<file path="config.mk">
export PLATFORM = sky130hd
export DESIGN_NAME = alu_cmd_pipe_flat
export DESIGN_NICKNAME = d
export VERILOG_FILES = /design/src/rtl/alu_cmd_pipe_if.sv /design/src/rtl/alu_cmd_pipe.sv /design/src/flat_wrapper.sv
export SDC_FILE = /design/constraint.sdc
export NUM_CORES = 1
export LEC_CHECK = 0
export ABC_AREA = 1
export CELL_PAD_IN_SITES_DETAIL_PLACEMENT = 0
export CELL_PAD_IN_SITES_GLOBAL_PLACEMENT = 1
export CORE_MARGIN = 2
export CORE_UTILIZATION = 40
export DETAILED_ROUTE_END_ITERATION = 7
export GPL_ROUTABILITY_DRIVEN = 0
export HOLD_SLACK_MARGIN = 0.1
export PLACE_DENSITY = 0.86
export SYNTH_ARGS = -nofsm -noshare
export SYNTH_HDL_FRONTEND = slang
export SYNTH_SLANG_ARGS = --single-unit
</file>
<file path="constraint.sdc">
create_clock -name clk -period 2.25 [get_ports clk]
set_input_delay 0.5625 -clock clk [delete_from_list [all_inputs] [get_ports clk]]
set_output_delay 0.5625 -clock clk [all_outputs]
set_load 0.05 [all_outputs]
</file>
<file path="src/rtl/alu_cmd_pipe_if.sv">
// Bundle of the command, ALU-side and result signals of alu_cmd_pipe.
// The master modport is the environment (producer, ALU, consumer); slave is the pipe.
interface alu_cmd_pipe_if #(
    parameter int DEPTH = 4
);
    localparam int LW = $clog2(DEPTH) + 1;

    logic          in_valid;
    logic          in_ready;
    logic [3:0]    in_a;
    logic [3:0]    in_b;
    logic [1:0]    in_sel;

    logic [3:0]    alu_a;
    logic [3:0]    alu_b;
    logic [1:0]    alu_sel;
    logic [3:0]    alu_result;
    logic          alu_carry;
    logic          alu_zero;

    logic          out_valid;
    logic          out_ready;
    logic [3:0]    out_result;
    logic          out_carry;
    logic          out_zero;
    logic [1:0]    out_sel;

    logic [LW-1:0] level;

    modport master (
        output in_valid, in_a, in_b, in_sel,
        input  in_ready,
        input  alu_a, alu_b, alu_sel,
        output alu_result, alu_carry, alu_zero,
        input  out_valid, out_result, out_carry, out_zero, out_sel,
        output out_ready,
        input  level
    );

    modport slave (
        input  in_valid, in_a, in_b, in_sel,
        output in_ready,
        output alu_a, alu_b, alu_sel,
        input  alu_result, alu_carry, alu_zero,
        output out_valid, out_result, out_carry, out_zero, out_sel,
        input  out_ready,
        output level
    );
endinterface

</file>
<file path="src/rtl/alu_cmd_pipe.sv">
// Command FIFO in front of an external combinational 4-bit ALU, with a
// registered, back-pressurable result stage capturing the ALU outputs.
module alu_cmd_pipe #(
    parameter int DEPTH = 4
) (
    input  logic         clk,
    input  logic         rst_n,
    alu_cmd_pipe_if.slave bus
);
    localparam int AW = $clog2(DEPTH);
    localparam int LW = AW + 1;

    typedef struct packed {
        logic [3:0] a;
        logic [3:0] b;
        logic [1:0] sel;
    } cmd_t;

    cmd_t          mem [DEPTH];
    cmd_t          head;
    logic [AW-1:0] wr_ptr;
    logic [AW-1:0] rd_ptr;
    logic [LW-1:0] level_q;
    logic          empty;
    logic          push;
    logic          load;

    logic          out_valid_q;
    logic [3:0]    out_result_q;
    logic          out_carry_q;
    logic          out_zero_q;
    logic [1:0]    out_sel_q;

    // Handshakes: a transfer happens on a rising edge where valid && ready are
    // both high; a source holds its data until then, and ready never depends
    // on the same-side valid (in_ready looks at level only, no full bypass).
    assign empty        = (level_q == '0);
    assign bus.in_ready = (level_q < LW'(DEPTH));
    assign push         = bus.in_valid && bus.in_ready;
    assign load         = !empty && (!out_valid_q || bus.out_ready);

    assign head        = mem[rd_ptr];
    assign bus.alu_a   = empty ? 4'd0 : head.a;
    assign bus.alu_b   = empty ? 4'd0 : head.b;
    assign bus.alu_sel = empty ? 2'd0 : head.sel;

    // Storage needs no reset: entries are only visible while level covers them.
    always_ff @(posedge clk) begin
        if (push) begin
            mem[wr_ptr] <= '{a: bus.in_a, b: bus.in_b, sel: bus.in_sel};
        end
    end

    always_ff @(posedge clk or negedge rst_n) begin
        if (!rst_n) begin
            wr_ptr  <= '0;
            rd_ptr  <= '0;
            level_q <= '0;
        end else begin
            if (push) begin
                wr_ptr <= wr_ptr + AW'(1);
            end
            if (load) begin
                rd_ptr <= rd_ptr + AW'(1);
            end
            case ({push, load})
                2'b10:   level_q <= level_q + LW'(1);
                2'b01:   level_q <= level_q - LW'(1);
                default: level_q <= level_q;
            endcase
        end
    end

    // Result stage: data only changes on a load, so it is stable while stalled.
    always_ff @(posedge clk or negedge rst_n) begin
        if (!rst_n) begin
            out_valid_q  <= 1'b0;
            out_result_q <= 4'd0;
            out_carry_q  <= 1'b0;
            out_zero_q   <= 1'b0;
            out_sel_q    <= 2'd0;
        end else if (load) begin
            out_valid_q  <= 1'b1;
            out_result_q <= bus.alu_result;
            out_carry_q  <= bus.alu_carry;
            out_zero_q   <= bus.alu_zero;
            out_sel_q    <= head.sel;
        end else if (bus.out_ready) begin
            out_valid_q  <= 1'b0;
        end
    end

    assign bus.out_valid  = out_valid_q;
    assign bus.out_result = out_result_q;
    assign bus.out_carry  = out_carry_q;
    assign bus.out_zero   = out_zero_q;
    assign bus.out_sel    = out_sel_q;
    assign bus.level      = level_q;
endmodule

</file>
<file path="src/flat_wrapper.sv">
// flat-port wrapper written by rule: the top's interface ports become plain ports
module alu_cmd_pipe_flat 
#(
    parameter int DEPTH = 4
)
  (clk, rst_n, bus_in_valid, bus_in_a, bus_in_b, bus_in_sel, bus_in_ready, bus_alu_a, bus_alu_b, bus_alu_sel, bus_alu_result, bus_alu_carry, bus_alu_zero, bus_out_valid, bus_out_result, bus_out_carry, bus_out_zero, bus_out_sel, bus_out_ready, bus_level);
  alu_cmd_pipe_if #(.DEPTH(DEPTH)) bus_i ();
  input  logic clk;
  input  logic rst_n;
  input wire logic [$bits(bus_i.in_valid)-1:0] bus_in_valid;
  input wire logic [$bits(bus_i.in_a)-1:0] bus_in_a;
  input wire logic [$bits(bus_i.in_b)-1:0] bus_in_b;
  input wire logic [$bits(bus_i.in_sel)-1:0] bus_in_sel;
  output wire logic [$bits(bus_i.in_ready)-1:0] bus_in_ready;
  output wire logic [$bits(bus_i.alu_a)-1:0] bus_alu_a;
  output wire logic [$bits(bus_i.alu_b)-1:0] bus_alu_b;
  output wire logic [$bits(bus_i.alu_sel)-1:0] bus_alu_sel;
  input wire logic [$bits(bus_i.alu_result)-1:0] bus_alu_result;
  input wire logic [$bits(bus_i.alu_carry)-1:0] bus_alu_carry;
  input wire logic [$bits(bus_i.alu_zero)-1:0] bus_alu_zero;
  output wire logic [$bits(bus_i.out_valid)-1:0] bus_out_valid;
  output wire logic [$bits(bus_i.out_result)-1:0] bus_out_result;
  output wire logic [$bits(bus_i.out_carry)-1:0] bus_out_carry;
  output wire logic [$bits(bus_i.out_zero)-1:0] bus_out_zero;
  output wire logic [$bits(bus_i.out_sel)-1:0] bus_out_sel;
  input wire logic [$bits(bus_i.out_ready)-1:0] bus_out_ready;
  output wire logic [$bits(bus_i.level)-1:0] bus_level;
  assign bus_i.in_valid = bus_in_valid;
  assign bus_i.in_a = bus_in_a;
  assign bus_i.in_b = bus_in_b;
  assign bus_i.in_sel = bus_in_sel;
  assign bus_in_ready = bus_i.in_ready;
  assign bus_alu_a = bus_i.alu_a;
  assign bus_alu_b = bus_i.alu_b;
  assign bus_alu_sel = bus_i.alu_sel;
  assign bus_i.alu_result = bus_alu_result;
  assign bus_i.alu_carry = bus_alu_carry;
  assign bus_i.alu_zero = bus_alu_zero;
  assign bus_out_valid = bus_i.out_valid;
  assign bus_out_result = bus_i.out_result;
  assign bus_out_carry = bus_i.out_carry;
  assign bus_out_zero = bus_i.out_zero;
  assign bus_out_sel = bus_i.out_sel;
  assign bus_i.out_ready = bus_out_ready;
  assign bus_level = bus_i.level;
  alu_cmd_pipe #(.DEPTH(DEPTH)) u_core (.clk(clk), .rst_n(rst_n), .bus(bus_i));
endmodule
</file>
# Yosys cells after proc, flatten, opt, wreduce, memory -nomap -nowiden
# Memories as Yosys holds them, arrays and structs flattened.
# Index checks and enable logic that the tools add are counted.
# W data, S select, Z words.
# op_classes
div	0
order_cmp	1
shift	0
reduce_logical	8
n_mux	8
eq_ne	2
bitwise	0
n_addsub	4
n_mul	0
# op_table
op	count
$mux W4	2
$pmux W3 S2	1
$add A2 B1 Y2 const B	2
$mux W1	4
$reduce_bool A2 Y1	2
$add A3 B1 Y3 const B	1
$logic_not A3 Y1	1
$lt A3 B3 Y1 const B	1
$sub A3 B1 Y3 const B	1
$eq A2 B1 Y1 const B	1
$eq A2 B2 Y1 const B	1
$logic_and A1 B1 Y1	2
$logic_not A1 Y1	2
$mux W2	1
$logic_or A1 B1 Y1	1
# totals
elab_cells	32
mem_count	1
out_inout_bits	23
ramBits	40
latchBits	0
mem_bits_ro	0
ff_bits	16
# memory_table
memory	depth	word_bits	rd	rd_clocked_by_memory_dff	write_ports	line_no	source
u_core.mem	4	10	1	0	1	alu_cmd_pipe.sv:19	cmd_t mem [DEPTH];

# Logic depth before layout (Yosys ltp)
# logic_depth
ltp_word	5
mapped_depth	10
ltp_nobuf	10

# Least setup slack after synthesis
# Ideal clock, no wire load.
# synth_path
kind	register to output
from	register u_core.level_q[2], in the netlist u_core.bus.level[2]
to	output bus_alu_a[0]
arrival_time_ns	2.026
setup_slack_ns	-0.339
stages_incl_launch_ff	6
n_path_buf	1
t_required_ns	1.688
path_cell_list	dfrtp_1 -> inv_2 -> nand2_1 -> inv_1 -> buf_4 -> a21oi_1
# synth_via
elab_chain_cells	2
# synth_rtl
element	line_no	source
start, declared	alu_cmd_pipe.sv:23	logic [LW-1:0] level_q;
start signal, assigned	alu_cmd_pipe.sv:67	2'b10: level_q <= level_q + LW'(1);
start signal, assigned	alu_cmd_pipe.sv:68	2'b01: level_q <= level_q - LW'(1);
start signal, assigned	alu_cmd_pipe.sv:69	default: level_q <= level_q;
$logic_not A3 Y1	alu_cmd_pipe.sv:37	assign empty = (level_q == '0);
$mux W4	alu_cmd_pipe.sv:43	assign bus.alu_a = empty ? 4'd0 : head.a;
end, declared	flat_wrapper.sv:15	output wire logic [$bits(bus_i.alu_a)-1:0] bus_alu_a;
# Every way passes these cells.

# Final worst setup path
# layout_path
from	register u_core.level_q[0], in the netlist u_core.bus.level[0]
to	output bus_level[0]
# layout_lines
element	line_no	source
end, declared	flat_wrapper.sv:27	output wire logic [$bits(bus_i.level)-1:0] bus_level;
# No word-level cell between the ends.

==> results <==
- The run finished with clean final reports.
- The share of the Yosys chip area taken by registers is 66.1%.
- The antenna diode count is 0.
- Net switching is 45.5% of the power.
- The level count of the clock H-tree is 2.
- Once detail routing completed, the nets flagged for antenna violations numbered 0.
- The category of the worst setup path capture point is an output pin.
- The remaining global-route overflow is 0.
- In this run the worst path has a maximum fanout of 4.
- Static timing analysis puts the maximum clock frequency at 459 MHz.
- The final HPWL from detailed placement is 3240 um.
- The number of cell rows is 28.
- The final count of pins violating max slew came to 0.
- The clock period minus final worst setup slack is 2180 ps.
- The area share of fa/ha/maj cells after synthesis is 3.41%.
- The wire length of the first global-routing pass is 7390 um.
- By area, the combinational part of the netlist is dominated by simple AND/OR/NAND/NOR gates.
- The total power is 5.12 mW.
- The first-iteration detailed-routing DRC count is 109.
- TritonCTS built the clock tree.
- The number of cells produced by synthesis is 232.
- The number of nets in the final layout is 314.
- The number of synthesized register bits is 56.
- Dividing total power by cell area gives a power density of 1590 nW/um2.
- For this design the top-level I/O count stands at 43.
- The area enclosed by the die boundary is 6690 um2.
- Across the VDD grid, the largest voltage drop is 0.000706 V.
- The initial antenna violation count is 0.
- The internal power contribution is 2.79 mW.
- Data on the critical path is required at its endpoint by 1690 ps.
- After detailed placement, the design holds a cell count of 356.
- The summed negative setup slack over all endpoints is 0 ps.
- The vias per cell is 4.43.
- CTS placed an instance of clkbuf_8 at the clock tree root.
- The final hold violation count came to 0.
- The number of non-filler instances in the completed layout is 364.
- At the pin with the least slew margin, the transition time is 511 ps.
- The final hold slack is 494 ps.
- The tree built by TritonCTS fans out to 56 sinks.
- The length of the first detailed-routing pass in iterations is 4.
- The number of CTS-inserted buffers is 5.
- In the routed design, unresolved DRC markers number 0.
- Summing all non-filler instances in the final layout gives an area of 3220 um2.
- The signal on the critical path passes through clkdlybuf4s50_1.
- In the finished design, the share of the clock period the worst path needs comes to 96.9%.
- In the global route stage, overall resource usage came out at 14.7%.
- The count of endpoints failing setup in the final report is 0.
- The category of the critical setup timing path is reg2out.
- Of the total synthesized cell area, the portion taken by AND, OR, NAND and NOR gates is 18.7%.
- The tightest min-delay check is of the reg2reg type.
- The synthesized netlist devotes 2.94% of its cell area to compound gates.
- Once layout is complete, the utilization of the core stands at 54.7%.
- After clock tree synthesis, the clock-pin slew on the worst setup and hold paths is 100 ps.
- The total leakage power is 1.43 nW.
- The Yosys step of the flow raised 0 warnings.
- In the final routed layout, each cell accounts on average for 12.3 um.
- The clock network is responsible for 10.2% of the overall power.
- The commonest non-fill, non-tap cell in the layout is nand2_1.
- The source-to-sink clock delay at the later pin of the worst-skew pair is 300 ps.
- The mapped netlist covers 2420 um2.
- In the layout the commonest cells are nand2_1, edfxtp_1, clkdlybuf4s50_1.
- Of the total power, registers draw 28.9%.
- The starting density of the core is 41.2%.
- The placeable core area is 5890 um2.
- The largest net degree at the start of global routing is 22.
- The height of the chip is 81.8 um.
- The number of cells upsized or downsized after cts is 0.
- The area added between synthesis and finish is 33.0%.
- Across the run, the number of max-cap violations was 0.
- The number of setup buffers added after CTS is 0.
- Synthesis produced a netlist with a net count of 258.
- Setup slack on the critical path of the routed design comes to 70.3 ps.
- The number of global-route vias before repair came to 1,588.
- The distinct cell type count after synthesis is 20.
- After detailed routing, the total wire length is 4480 um.
- The count of port buffers added during placement is 42.
- In this run the horizontal extent of the chip is 81.8 um.
- The gate family responsible for the most delay along the worst path is buffers and inverters.
- Headroom to the max-slew limit came out at 65.8%.
- Of the cells placed in the final design, the portion with a size suffix greater than 1 is 16.3%.
- The cell area after placement is 3130 um2.
- The worst endpoint data arrival time is 1620 ps.
- Setup repair after global routing left no endpoint under its margin.
- The hold buffer count at CTS is 0.
- STA classifies the critical path startpoint as a register.
- For this run, the slowest stage of the critical path takes 850 ps.
- After synthesis, the share of cell area in mux cells is 0%.
- The number of vias in the routed layout is 1,611.
- The setup slack after placement is -78.4 ps.
- Combinational cells account for 60.9% of the total power.
- The maximum count of clock buffers along a single path is 2.
- The cell type of the slowest stage on the worst timing path is clkdlybuf4s50_1.
- The worst setup skew after layout is 5.79 ps.
- The analysis attributes to net switching a power of 2.33 mW.
- The buffering stage count on the worst path with inverters included is 1.
- Of the total synthesized cell area, the portion taken by XOR and XNOR cells is 1.81%.
- The synthesized area divided by synthesized cell count is 10.4 um2.
## sequential cells by signal, indices dropped and copies added (netlist names), 2 cells and up
register and count:
u_core.bus.level 3, u_core.bus.out_result 4, u_core.bus.out_sel 2, u_core.mem 40, u_core.rd_ptr 2, u_core.wr_ptr 2
## cell families after synthesis
group / Yosys count
adders and majority gates: 6
buffers and inverters: 40
and+or+nand+nor: 113
xor gates and xnor gates: 5
AOI/OAI and AO/OA: 12
DFF: 56
## per-layer routing
layer	share of wire [%]	GRT usage [%]	wire [um]	vias to the layer above
met5	0	0	0	-
met4	1.4	5.00	63	0
met3	1.4	1.65	61	6
met2	56	26.9	2500	14
met1	41	17.8	1850	746
li1	-	-	-	845
## synth_stat cells
library cell / n / area (um2)
edfxtp_1: 40 / 1200
nand2_2: 1 / 6.26
xnor2_1: 2 / 17.5
nand2_1: 88 / 330
ha_1: 5 / 62.6
o21ai_1: 1 / 5.00
nor2_1: 8 / 30.0
buf_2: 4 / 20.0
buf_4: 2 / 15.0
a21oi_4: 1 / 16.3
inv_2: 3 / 11.3
inv_1: 30 / 113
buf_6: 1 / 11.3
nor2_4: 1 / 11.3
dfrtp_1: 16 / 400
nand3_1: 15 / 75.1
o21ai_0: 1 / 5.00
a21oi_1: 9 / 45.0
xor2_1: 3 / 26.3
fa_1: 1 / 20.0
## power by group through the flow
stage | Sequential (mW) | Combinational (mW) | Clock, mW
floorplan | 1.86 | 1.55 | 0
global route | 1.51 | 3.35 | 0.576
global placement | 1.50 | 3.11 | 0
CTS | 1.48 | 3.16 | 0.533
detailed placement | 1.50 | 3.16 | 0
finish | 1.48 | 3.12 | 0.520
## path summary, 6_finish.rpt
path                                            from                  endpoint  slack, ps  depth (start not counted)
worst max-delay path             u_core.bus.level[0]              bus_level[0]         70                          1
worst min-delay path            u_core.bus.out_carry      u_core.bus.out_carry        490                          2
worst max register to register   u_core.bus.level[0]       u_core.bus.level[2]        520                          8
worst min register to register  u_core.bus.out_carry      u_core.bus.out_carry        490                          2
max in group asynchronous                      rst_n  u_core.bus.out_result[2]       1490                          2
min in group asynchronous                      rst_n  u_core.bus.out_result[1]        570                          2
## layout make-up
class / count / area [um2]
clock buffer: 5 / 68.8
clock inverter: 3 / 17.5
fill: 531 / 2670
inverter: 33 / 125
multi-input combinational: 136 / 686
sequential: 56 / 1600
tap: 75 / 93.8
timing repair buffer: 56 / 628
Power figures use the tool's default switching activity.
